`src/rtl/serial_byte_deserializer.sv`:
```
// Serial-to-parallel word assembler feeding a small FIFO with a valid/ready output side.
// Sticky flags report dropped complete words and aborted partial words.
module serial_byte_deserializer #(
  parameter int WIDTH      = 8,
  parameter int FIFO_DEPTH = 2,
  parameter bit LSB_FIRST  = 1'b1
) (
  input  logic                          clock,
  input  logic                          reset_n,
  input  logic                          serial_in,
  input  logic                          bit_valid,
  input  logic                          frame_start,
  output logic [WIDTH-1:0]              data_out,
  output logic                          data_valid,
  input  logic                          data_ready,
  output logic [$clog2(FIFO_DEPTH):0]   fifo_level,
  output logic                          overflow,
  output logic                          frame_error,
  input  logic                          error_clear
);

  localparam int CW = $clog2(WIDTH);
  localparam int PW = $clog2(FIFO_DEPTH);
  localparam int LW = PW + 1;

  typedef enum logic [0:0] {IDLE = 1'b0, COLLECT = 1'b1} state_t;

  state_t                  state_q, state_d;
  logic [CW-1:0]           cnt_q, cnt_d;
  logic [WIDTH-1:0]        word_q, word_d;
  logic [WIDTH-1:0]        mem_q [FIFO_DEPTH];
  logic [PW-1:0]           wr_ptr_q, wr_ptr_d;
  logic [PW-1:0]           rd_ptr_q, rd_ptr_d;
  logic [LW-1:0]           level_q, level_d;
  logic                    overflow_q, overflow_d;
  logic                    frame_error_q, frame_error_d;
  logic                    push_s, push_ok_s, pop_s, full_s, drop_s, ferr_set_s;

  // Arrival index k lands on bit k (LSB first) or bit WIDTH-1-k (MSB first).
  function automatic logic [WIDTH-1:0] place_bit(input logic [WIDTH-1:0] word,
                                                 input logic [CW-1:0] idx,
                                                 input logic b);
    logic [WIDTH-1:0] w;
    w = word;
    if (LSB_FIRST) begin
      w[idx] = b;
    end else begin
      w[CW'(WIDTH-1) - idx] = b;
    end
    return w;
  endfunction

  // Word assembly state machine: next-state and completion strobe.
  always_comb begin
    state_d    = state_q;
    cnt_d      = cnt_q;
    word_d     = word_q;
    push_s     = 1'b0;
    ferr_set_s = 1'b0;
    if (bit_valid) begin
      case (state_q)
        IDLE: begin
          if (frame_start) begin
            word_d  = place_bit({WIDTH{1'b0}}, {CW{1'b0}}, serial_in);
            cnt_d   = CW'(1);
            state_d = COLLECT;
          end else begin
            state_d = IDLE;
          end
        end
        COLLECT: begin
          if (frame_start) begin
            ferr_set_s = 1'b1;
            word_d     = place_bit({WIDTH{1'b0}}, {CW{1'b0}}, serial_in);
            cnt_d      = CW'(1);
          end else if (cnt_q == CW'(WIDTH-1)) begin
            word_d  = place_bit(word_q, cnt_q, serial_in);
            push_s  = 1'b1;
            cnt_d   = {CW{1'b0}};
            state_d = IDLE;
          end else begin
            word_d = place_bit(word_q, cnt_q, serial_in);
            cnt_d  = cnt_q + CW'(1);
          end
        end
        default: begin
          state_d = IDLE;
          cnt_d   = {CW{1'b0}};
        end
      endcase
    end else begin
      state_d = state_q;
    end
  end

  // FIFO bookkeeping: a push into a full FIFO still succeeds when the head pops on the same edge.
  always_comb begin
    full_s    = (level_q == LW'(FIFO_DEPTH));
    pop_s     = (level_q != {LW{1'b0}}) & data_ready;
    push_ok_s = push_s & (~full_s | pop_s);
    drop_s    = push_s & full_s & ~pop_s;
    wr_ptr_d  = push_ok_s ? wr_ptr_q + PW'(1) : wr_ptr_q;
    rd_ptr_d  = pop_s ? rd_ptr_q + PW'(1) : rd_ptr_q;
    case ({push_ok_s, pop_s})
      2'b10:   level_d = level_q + LW'(1);
      2'b01:   level_d = level_q - LW'(1);
      default: level_d = level_q;
    endcase
    overflow_d    = drop_s | (overflow_q & ~error_clear);
    frame_error_d = ferr_set_s | (frame_error_q & ~error_clear);
  end

  // All sequential state, cleared asynchronously.
  always_ff @(posedge clock or negedge reset_n) begin
    if (!reset_n) begin
      state_q       <= IDLE;
      cnt_q         <= {CW{1'b0}};
      word_q        <= {WIDTH{1'b0}};
      wr_ptr_q      <= {PW{1'b0}};
      rd_ptr_q      <= {PW{1'b0}};
      level_q       <= {LW{1'b0}};
      overflow_q    <= 1'b0;
      frame_error_q <= 1'b0;
      for (int i = 0; i < FIFO_DEPTH; i++) begin
        mem_q[i] <= {WIDTH{1'b0}};
      end
    end else begin
      state_q       <= state_d;
      cnt_q         <= cnt_d;
      word_q        <= word_d;
      wr_ptr_q      <= wr_ptr_d;
      rd_ptr_q      <= rd_ptr_d;
      level_q       <= level_d;
      overflow_q    <= overflow_d;
      frame_error_q <= frame_error_d;
      if (push_ok_s) begin
        mem_q[wr_ptr_q] <= word_d;
      end
    end
  end

  // Outputs come straight from registers; the head is masked to zero while empty.
  assign data_valid  = (level_q != {LW{1'b0}});
  assign data_out    = data_valid ? mem_q[rd_ptr_q] : {WIDTH{1'b0}};
  assign fifo_level  = level_q;
  assign overflow    = overflow_q;
  assign frame_error = frame_error_q;

endmodule

```
`config.mk`:
```
export PLATFORM = sky130hd
export DESIGN_NAME = serial_byte_deserializer
export DESIGN_NICKNAME = d
export VERILOG_FILES = /design/src/rtl/serial_byte_deserializer.sv
export SDC_FILE = /design/constraint.sdc
export NUM_CORES = 1
export LEC_CHECK = 0
export CAP_MARGIN = 20
export CORE_UTILIZATION = 46
export CTS_CLUSTER_DIAMETER = 50
export DETAILED_ROUTE_END_ITERATION = 6
export GPL_TIMING_DRIVEN = 0
export MAX_ROUTING_LAYER = met4
export PLACE_DENSITY = 0.71
export SLEW_MARGIN = 20
export SYNTH_ARGS = -nofsm -noshare
export SYNTH_HDL_FRONTEND = slang
export SYNTH_SLANG_ARGS = --single-unit
```
`constraint.sdc`:
```
create_clock -name clock -period 2.4 [get_ports clock]
set_input_delay 0.48 -clock clock [delete_from_list [all_inputs] [get_ports clock]]
set_output_delay 0.48 -clock clock [all_outputs]
set_load 0.01 [all_outputs]
```
Word level (Yosys, flattened, before mapping)
Cells that the tools add are included.
{"block": "totals", "reg_bits": 34, "in_bits": 7, "out_inout_bits": 13, "elab_cells": 74}
{"block": "classes", "addsub": 5, "magnitude_cmp": 5, "eq_ne": 5, "n_mux": 29, "bitwise_logic": 15, "n_reduce_logical": 5}
{"operator": "$mux W8", "count": 8}
{"operator": "$bwmux W16", "count": 1}
{"operator": "$pmux W8 S2", "count": 1}
{"operator": "$mux W1", "count": 10}
{"operator": "$mux W3", "count": 3}
{"operator": "$bwmux W8", "count": 1}
{"operator": "$demux W8 S1", "count": 1}
{"operator": "$and A1 B1 Y1", "count": 6}
{"operator": "$pmux W3 S2", "count": 1}
{"operator": "$eq A2 B2 Y1 const B", "count": 2}
{"operator": "$ge A2 B2 Y1 const B", "count": 2}
{"operator": "$lt A3 B4 Y1 const B", "count": 1}
{"operator": "$not A1 Y1", "count": 4}
{"operator": "$not A1 Y2", "count": 2}
{"operator": "$pmux W2 S2", "count": 1}
{"operator": "$reduce_bool A2 Y1", "count": 2}
{"operator": "$add A3 B1 Y3 const B", "count": 1}
{"operator": "$demux W1 S3", "count": 1}
{"operator": "$eq A3 B3 Y1 const B", "count": 1}
{"operator": "$ge A3 B1 Y1 const B", "count": 1}
{"operator": "$or A1 B1 Y1", "count": 3}
{"operator": "$add A1 B1 Y1 const B", "count": 2}
{"operator": "$add A2 B1 Y2 const B", "count": 1}
{"operator": "$eq A2 B1 Y1 const B", "count": 1}
{"operator": "other kinds (6)", "count": 7}

Logic depth before layout (Yosys ltp)
Gate-level depths: netlist of run 1.
{"block": "logic_depth", "word_depth": 9, "ltp_mapped": 8, "ltp_nobuf": 8}

Least setup slack after synthesis of run 1
No wires, ideal clock.
{"block": "synth_timing", "kind": "register -> register", "start": "register cnt_q[0]", "end": "register mem_q[0] (netlist name)", "setup_time_ns": 0.125, "arrival_ns": 1.676, "required_ns": 2.275, "setup_slack_ns": 0.599, "path_stages_with_launch": 8, "path_buffers": 1, "synth_period_minus_slack_ns": 1.801, "cell_sequence": "dfrtp_1 -> ha_1 -> ha_1 -> nand4b_1 -> nand2b_4 -> or2_1 -> buf_6 -> mux2_4"}
{"block": "synth_via", "elab_chain_len": 9, "elab_cells_between_ends": 16, "classes_between": "order compare (2); eq/ne (1); mux (11); bitwise (1); reduce/logical (1)"}
{"element": "from (decl)", "line_no": "29", "source": "logic [CW-1:0] cnt_q, cnt_d;"}
{"element": "from (signal assigned)", "line_no": "117", "source": "cnt_q <= {CW{1'b0}};"}
{"element": "from (signal assigned)", "line_no": "129", "source": "cnt_q <= cnt_d;"}
{"element": "$lt A3 B4 Y1 (not written as such) / $ge A3 B1 Y1 (equally long branches)", "line_no": "46", "source": "w[idx] = b;"}
{"element": "$logic_and A1 B1 Y1 (not written as such)", "line_no": "46"}
{"element": "$mux W1 (not written as such)", "line_no": "46"}
{"element": "$demux W1 S3", "line_no": "46"}
{"element": "$bwmux W8", "line_no": "46"}
{"element": "$mux W8", "line_no": "72", "source": "if (frame_start) begin"}
{"element": "$pmux W8 S2", "line_no": "61", "source": "case (state_q)"}
{"element": "$mux W8", "line_no": "60", "source": "if (bit_valid) begin"}
{"element": "$bwmux W16", "line_no": "137", "source": "mem_q[wr_ptr_q] <= word_d;"}
{"element": "to (signal, indexed assignment)", "line_no": "125", "source": "mem_q[i] <= {WIDTH{1'b0}};"}
{"element": "to (signal, indexed assignment)", "line_no": "137"}
{"element": "to (decl)", "line_no": "31", "source": "logic [WIDTH-1:0] mem_q [FIFO_DEPTH];"}
Several ways; a longest one is shown, not always the timed one.
A chain may end at the register's enable or synchronous reset.

Worst setup path after layout of run 1
{"block": "layout_timing", "start": "register rd_ptr_q", "end": "output port data_out[5]"}
{"block": "layout_via", "elab_chain_len": 5}
{"element": "from (decl)", "line_no": "33", "source": "logic [PW-1:0] rd_ptr_q, rd_ptr_d;"}
{"element": "from (signal assigned)", "line_no": "120", "source": "rd_ptr_q <= {PW{1'b0}};"}
{"element": "from (signal assigned)", "line_no": "132", "source": "rd_ptr_q <= rd_ptr_d;"}
{"element": "$not A1 Y2 (not written as such)", "line_no": "144", "source": "assign data_out = data_valid ? mem_q[rd_ptr_q] : {WIDTH{1'b0}};"}
{"element": "$mux W8 (not written as such) (3 in a row)", "line_no": "144"}
{"element": "$mux W8", "line_no": "144"}
{"element": "to (decl)", "line_no": "13", "source": "output logic [WIDTH-1:0] data_out,"}
No other way between the ends. The select of a mux whose other input is x is not followed.

==> run metrics, run 1 <==
outcome completed; syn nets 155; Power per Cell Area 816 mW/mm²; Placed Cells 210; # diodes 0; syn_area_per_cell 11.7 µm²; Fmax 439 MHz; RSZ-0062 raised after global routing no; Core Box Area 0.00344 mm²; first-pass GRT wire length 5.78 mm; area grow syn2layout 19.6%; critical path data required time 1.92 ns; CTS Buffer Depth 2; Synth cell types 36; largest net degree at the start of global routing 35; CP peak stage delay 0.68 ns; CP Data Arrival Time 1.80 ns; drt pass-1 iters 4; Max Clock Skew 0.00486 ns; Hold Vio Cnt, Final 0; Async S/R FF share, synth 100%; Cells after Synth 145; Hold WC Path Type in2async; Max Fanout on Critical Path 9; Rows 21; Die Width 62.8 µm; post-synthesis cell area 0.00170 mm²; die height 62.8 µm; io pins 20; Via density 5.47; DIE AREA 0.00394 mm²; Tightest Pin Transition 0.770 ns; clk sinks 34; GRT Util Overall 20.1%; total wire length 3.29 mm; max cap viols 0; antenna viol nets, final 0; number of synthesized flops with an enable pin 0; flops & latches, synth 34; Port-buffer cells 19; # hold bufs at CTS 0; DRC viols 0; global route overflow 0; leak pwr 1.01 nW; routed len/inst 15.2 µm; H-Tree Depth 2; Final Max Slew Viols 0; crit path kind reg2out; setup TNS 0 ns; initial DRC count 127; total number of vias 1187; Worst-Skew Late Latency 0.29 ns; Period minus WS final 2.28 ns; final hold slack 0.267 ns; Finished Core Util 59.0%; CTS clk-pin slew, worst paths 0.07 ns; CTS buffer count 5; Ys Warns 0; vias in the first global route 1197; CP endpoint kind primary output; Startpoint Class flop; GPL Wtd Cong 0.858; WP depth 3; CP max stage cell dfrtp_1; share of layout cells above drive strength 1 18.1%; maximum vdd drop 0.000407 V; DPL Wire Length 2.23 mm; Relative slew margins 48.7%; final std cells w/o fill 217; Seq/Total Area, Yosys 50.1%; fin nets 180; CTS Root Buffer Type clkbuf_8; top_reg_cell synth dfrtp_1; antenna violations before repair 0; worst-case reg-to-reg path depth 6; Initial Util 49.4%; final period utilization 95.0%; final setup vio count 0; CTS tree done; Buf/Inv on CP 1; CP cell instances mux2i_1 > nor2_1 > clkdlybuf4s50_1; reg-to-reg setup timing slack 0.26 ns; largest delay contributor family on the critical path flip-flops
## worst register-to-register path: cells and delay by family, from the launching register on
kind | cells | cell delay [ns]
adder cells (fa/ha/maj) | 2 | 0.40
flip-flops | 1 | 0.50
multiplexers | 1 | 0.40
AND/OR/NAND/NOR | 3 | 0.73
## layout by cell type, fill, tap and decap left out, types with 2 or more instances in the layout
| cell | Yosys | layout |
|---|---|---|
| a211o_1 | 4 | 4 |
| a21oi_1 | 4 | 4 |
| a2bb2oi_1 | 2 | 2 |
| buf_2 | 1 | 2 |
| buf_4 | 2 | 2 |
| clkbuf_8 | 0 | 6 |
| clkdlybuf4s50_1 | 0 | 18 |
| dfrtp_1 | 34 | 34 |
| ha_1 | 3 | 3 |
| inv_1 | 6 | 6 |
| mux2_2 | 8 | 8 |
| mux2_4 | 8 | 8 |
| mux2i_1 | 11 | 11 |
| nand2_1 | 10 | 10 |
| nand2b_1 | 5 | 5 |
| nand4_1 | 2 | 2 |
| nor2_1 | 11 | 10 |
| nor2_2 | 1 | 2 |
| nor2b_1 | 4 | 4 |
| nor3b_1 | 3 | 3 |
| o21ai_0 | 3 | 3 |
| o22ai_1 | 4 | 4 |
| xnor2_1 | 3 | 3 |
| xor2_1 | 2 | 2 |
## final cells by class
| type | count | area (µm²) |
|---|---|---|
| fillers | 277 | 1410 |
| flip-flops and latches | 34 | 851 |
| multi-input cells | 100 | 793 |
| repair buffers | 19 | 185 |
| clock buffers | 7 | 86.3 |
| well taps | 46 | 57.6 |
| plain buffers | 4 | 31.3 |
| inverters | 6 | 22.5 |
| clock inverters | 1 | 5.00 |
## through the flow
stage / setup WS (ns) / instance area (µm²) / power (mW)
after floorplan: 0.599 / 1700 / 1.06
final: 0.120 / 2030 / 1.66
after global placement: 0.0916 / 1950 / 1.22
after detailed placement: 0.0728 / 1940 / 1.24
after CTS: 0.118 / 2030 / 1.67
after global routing: 0.0380 / 2030 / 1.76
## synthesized netlist by cell type (3+ instances only)
master	count	area share, %
nand2_1	10	2.2
o21ai_0	3	0.88
nor2_1	11	2.4
a211o_1	4	2.1
mux2_2	8	5.3
inv_1	6	1.3
nor2b_1	4	1.5
mux2i_1	11	6.5
nand2b_1	5	1.8
a21oi_1	4	1.2
ha_1	3	2.2
dfrtp_1	34	50
mux2_4	8	7.1
o22ai_1	4	1.5
nor3b_1	3	1.3
xnor2_1	3	1.5
## final timing paths
| path | from | endpoint |
|---|---|---|
| worst max-delay path | rd_ptr_q | data_out[5] |
| worst min-delay path | reset_n | word_q[3] |
| worst max register to register | cnt_q[0] | mem_q[12] |
| worst min register to register | mem_q[15] | mem_q[15] |
| max in group asynchronous | reset_n | mem_q[11] |
| min in group clock | mem_q[15] | mem_q[15] |
## sequential cells by signal (all words and copies together) (netlist names), 2 cells and up
name / cells
mem_q: 16
word_q: 8
cnt_q: 3
fifo_level: 2
## cell families (layout without fill, tap and decap cells)
group / count (synthesis) / in the layout / share of synthesized area [%]
flops: 34 / 34 / 50.1
compound gates: 19 / 19 / 7.66
xor+xnor: 5 / 5 / 2.58
buf+inv: 11 / 37 / 3.39
simple gates: 46 / 46 / 15.2
fa+ha+maj: 3 / 3 / 2.21
mux: 27 / 27 / 18.9
## repair_timing
item	CTS	global route
buffers inserted	0	0
gates resized for setup	1	0
setup endpoints to repair	8	0
## per-layer routing
metal  track usage, %  part of all wire [%]
met3             5.84                   4.2
met5                -                     0
met2             29.2                    46
met1             26.4                    48
met4             7.85                   1.8
## power by group
| group | switching [mW] | leakage [nW] | internal, mW | total (mW) |
|---|---|---|---|---|
| combinational | 0.212 | 0.509 | 0.231 | 0.442 |
| clock | 0.197 | 0.0482 | 0.231 | 0.428 |
| sequential | 0.121 | 0.451 | 0.667 | 0.787 |
(Power assumes the default switching activity.)
==> run 2, diff against run 1 <==
CTS_CLUSTER_DIAMETER = 40   (was 50)
PLACE_DENSITY = 0.73   (was 0.71)
clock period = 1.9 ns   (was 2.4 ns; I/O delays follow)
==> run 2 against run 1 <==
Cell count rose by 3.7%. Total power rose by 33%. Register-to-register slack got worse by 0.19 ns. Setup slack got worse by 0.075 ns. Worst hold slack got worse by 0.24 ns. Clock skew fell by 0.00081 ns. Critical path depth rose by 3. Largest cell class unchanged. Highest routed layer unchanged.
==> run metrics, run 2 (synthesis results as in run 1) <==
Rows 21 (unchanged); CTS clk-pin slew, worst paths 0.06 ns (was 0.07 ns); Startpoint Class primary input (was flop); DRC viols 0 (unchanged); DIE AREA 0.00394 mm² (unchanged); crit path kind in2reg (was reg2out); Hold WC Path Type in2async (unchanged); CTS Buffer Depth 2 (unchanged); CP endpoint kind flop (was primary output); # diodes 0 (unchanged); DPL Wire Length 2.43 mm (was 2.23 mm); final period utilization 97.6%; fin nets 189 (was 180); Placed Cells 211 (was 210); most frequent cells in the layout dfrtp_1 (30), mux2i_1 (10), nor2_1 (10), nand2_1 (10), dlygate4sd2_1 (9) (was dfrtp_1 (34), clkdlybuf4s50_1 (18), mux2i_1 (11)); Via density 5.52 (was 5.47); maximum vdd drop 0.000483 V (was 0.000407 V); outcome completed (unchanged); biggest regs mem_q x16, word_q x8, cnt_q x3 (unchanged); H-Tree Depth 2 (unchanged); CP cell instances clkdlybuf4s50_1 > nand4b_1 > nand2b_4 > or2_1 > buf_6 > mux2_4 (was mux2i_1 > nor2_1 > clkdlybuf4s50_1); Reg area 856 µm² (was 851 µm²); routed len/inst 15.7 µm (was 15.2 µm); critical path data required time 2.06 ns (was 1.92 ns); total wire length 3.52 mm (was 3.29 mm); Biggest register mem_q (unchanged); CP max stage cell clkdlybuf4s50_1 (was dfrtp_1); CP Data Arrival Time 2.02 ns (was 1.80 ns); Multi-input gate area 816 µm² (was 793 µm²); filler cell count 282 (was 277); Final Max Slew Viols 0 (unchanged); GRT Util Overall 21.8% (was 20.1%); Relative slew margins 71.7% (was 48.7%); drt pass-1 iters 4 (unchanged); largest net degree at the start of global routing 20 (was 35); max FFs per register 16 (unchanged); Period minus WS final 1.85 ns; antenna viol nets, final 0 (unchanged); max cap viols 0 (unchanged); area grow syn2layout 26.3% (was 19.6%); final hold slack 0.0286 ns (was 0.267 ns); CP peak stage delay 0.59 ns (was 0.68 ns); Max Fanout on Critical Path 8 (was 9); CTS buffer count 5 (unchanged); CTS Root Buffer Type clkbuf_8 (unchanged); final std cells w/o fill 225 (was 217); io pins 20 (unchanged); Fmax 539 MHz; largest delay contributor family on the critical path buffers and inverters (was flip-flops); fin area 0.00215 mm² (was 0.00203 mm²); Buf/Inv on CP 2 (was 1); Port-buffer cells 19 (unchanged); setup TNS 0 ns (unchanged); # hold bufs at CTS 0 (unchanged); GPL Wtd Cong 0.857 (was 0.858); Worst-Skew Late Latency 0.28 ns (was 0.29 ns); Finished Core Util 62.3% (was 59.0%); share of layout cells above drive strength 1 25.1% (was 18.1%); DP Area 0.00197 mm² (was 0.00194 mm²); vias in the first global route 1324 (was 1197); initial DRC count 111 (was 127); Max Clock Skew 0.00405 ns (was 0.00486 ns); first-pass GRT wire length 6.27 mm (was 5.78 mm); leak pwr 1.10 nW (was 1.01 nW); Hold Vio Cnt, Final 0 (unchanged); antenna violations before repair 0 (unchanged); most common cell after layout, fill and taps aside dfrtp_1 (unchanged); CTS tree done (unchanged); die height 62.8 µm (unchanged); Power per Cell Area 1030 mW/mm² (was 816 mW/mm²); Die Width 62.8 µm (unchanged); total number of vias 1241 (was 1187); clk sinks 34 (unchanged); Initial Util 49.4% (unchanged); global route overflow 0 (unchanged); Tightest Pin Transition 0.424 ns (was 0.770 ns); Core Box Area 0.00344 mm² (unchanged); final setup vio count 0 (unchanged)
## run 2: area by class of cell
type | count | share of cell area, %
inverters | 6 | 1.05
clock buffers | 7 | 3.56
plain buffers | 4 | 1.46
multi-input cells | 100 | 38.0
flip-flops and latches | 34 | 39.9
well taps | 46 | 2.68
repair buffers | 28 | 13.4
## run 2: repair_timing
| item | 4_1_cts | 5_1_grt |
|---|---|---|
| gates resized for setup | 17 | 3 |
| pin swaps | 2 | 0 |
| buffers inserted | 5 | 3 |
| endpoints found under the setup margin | 26 | 17 |
## run 2: layer usage
metal	vias up	share of wire, %	global-route usage, %
li1	575	-	-
met1	608	44	26.5
met2	47	48	33.8
met3	11	5.7	6.02
met4	0	2.5	9.59
met5	-	0	-
## run 2: per-stage QoR
stage	total power, mW	worst slack (ns)
floorplan	1.34	0.0990
finish	2.21	0.0451
detailed placement	1.59	-0.309
global placement	1.54	-0.293
global route	2.33	-0.0110
CTS	2.22	0.0432
## run 2: worst paths after layout
kind,slack (ns),endpoint,from,depth (start not counted)
min in group clock,0.50,mem_q[9],mem_q[9],1
hold / removal,0.03,cnt_q[1],reset_n,1
setup reg to reg,0.07,mem_q[0],cnt_q[0],7
setup / recovery,0.05,mem_q[0],bit_valid,6
max in group asynchronous,1.43,rd_ptr_q,reset_n,2
hold reg to reg,0.50,mem_q[9],mem_q[9],1
## run 2: where the power goes
group          switching, mW  internal, mW  total, mW
Combinational          0.369         0.390      0.760
Sequential             0.109         0.850      0.958
Clock                  0.237         0.252      0.489
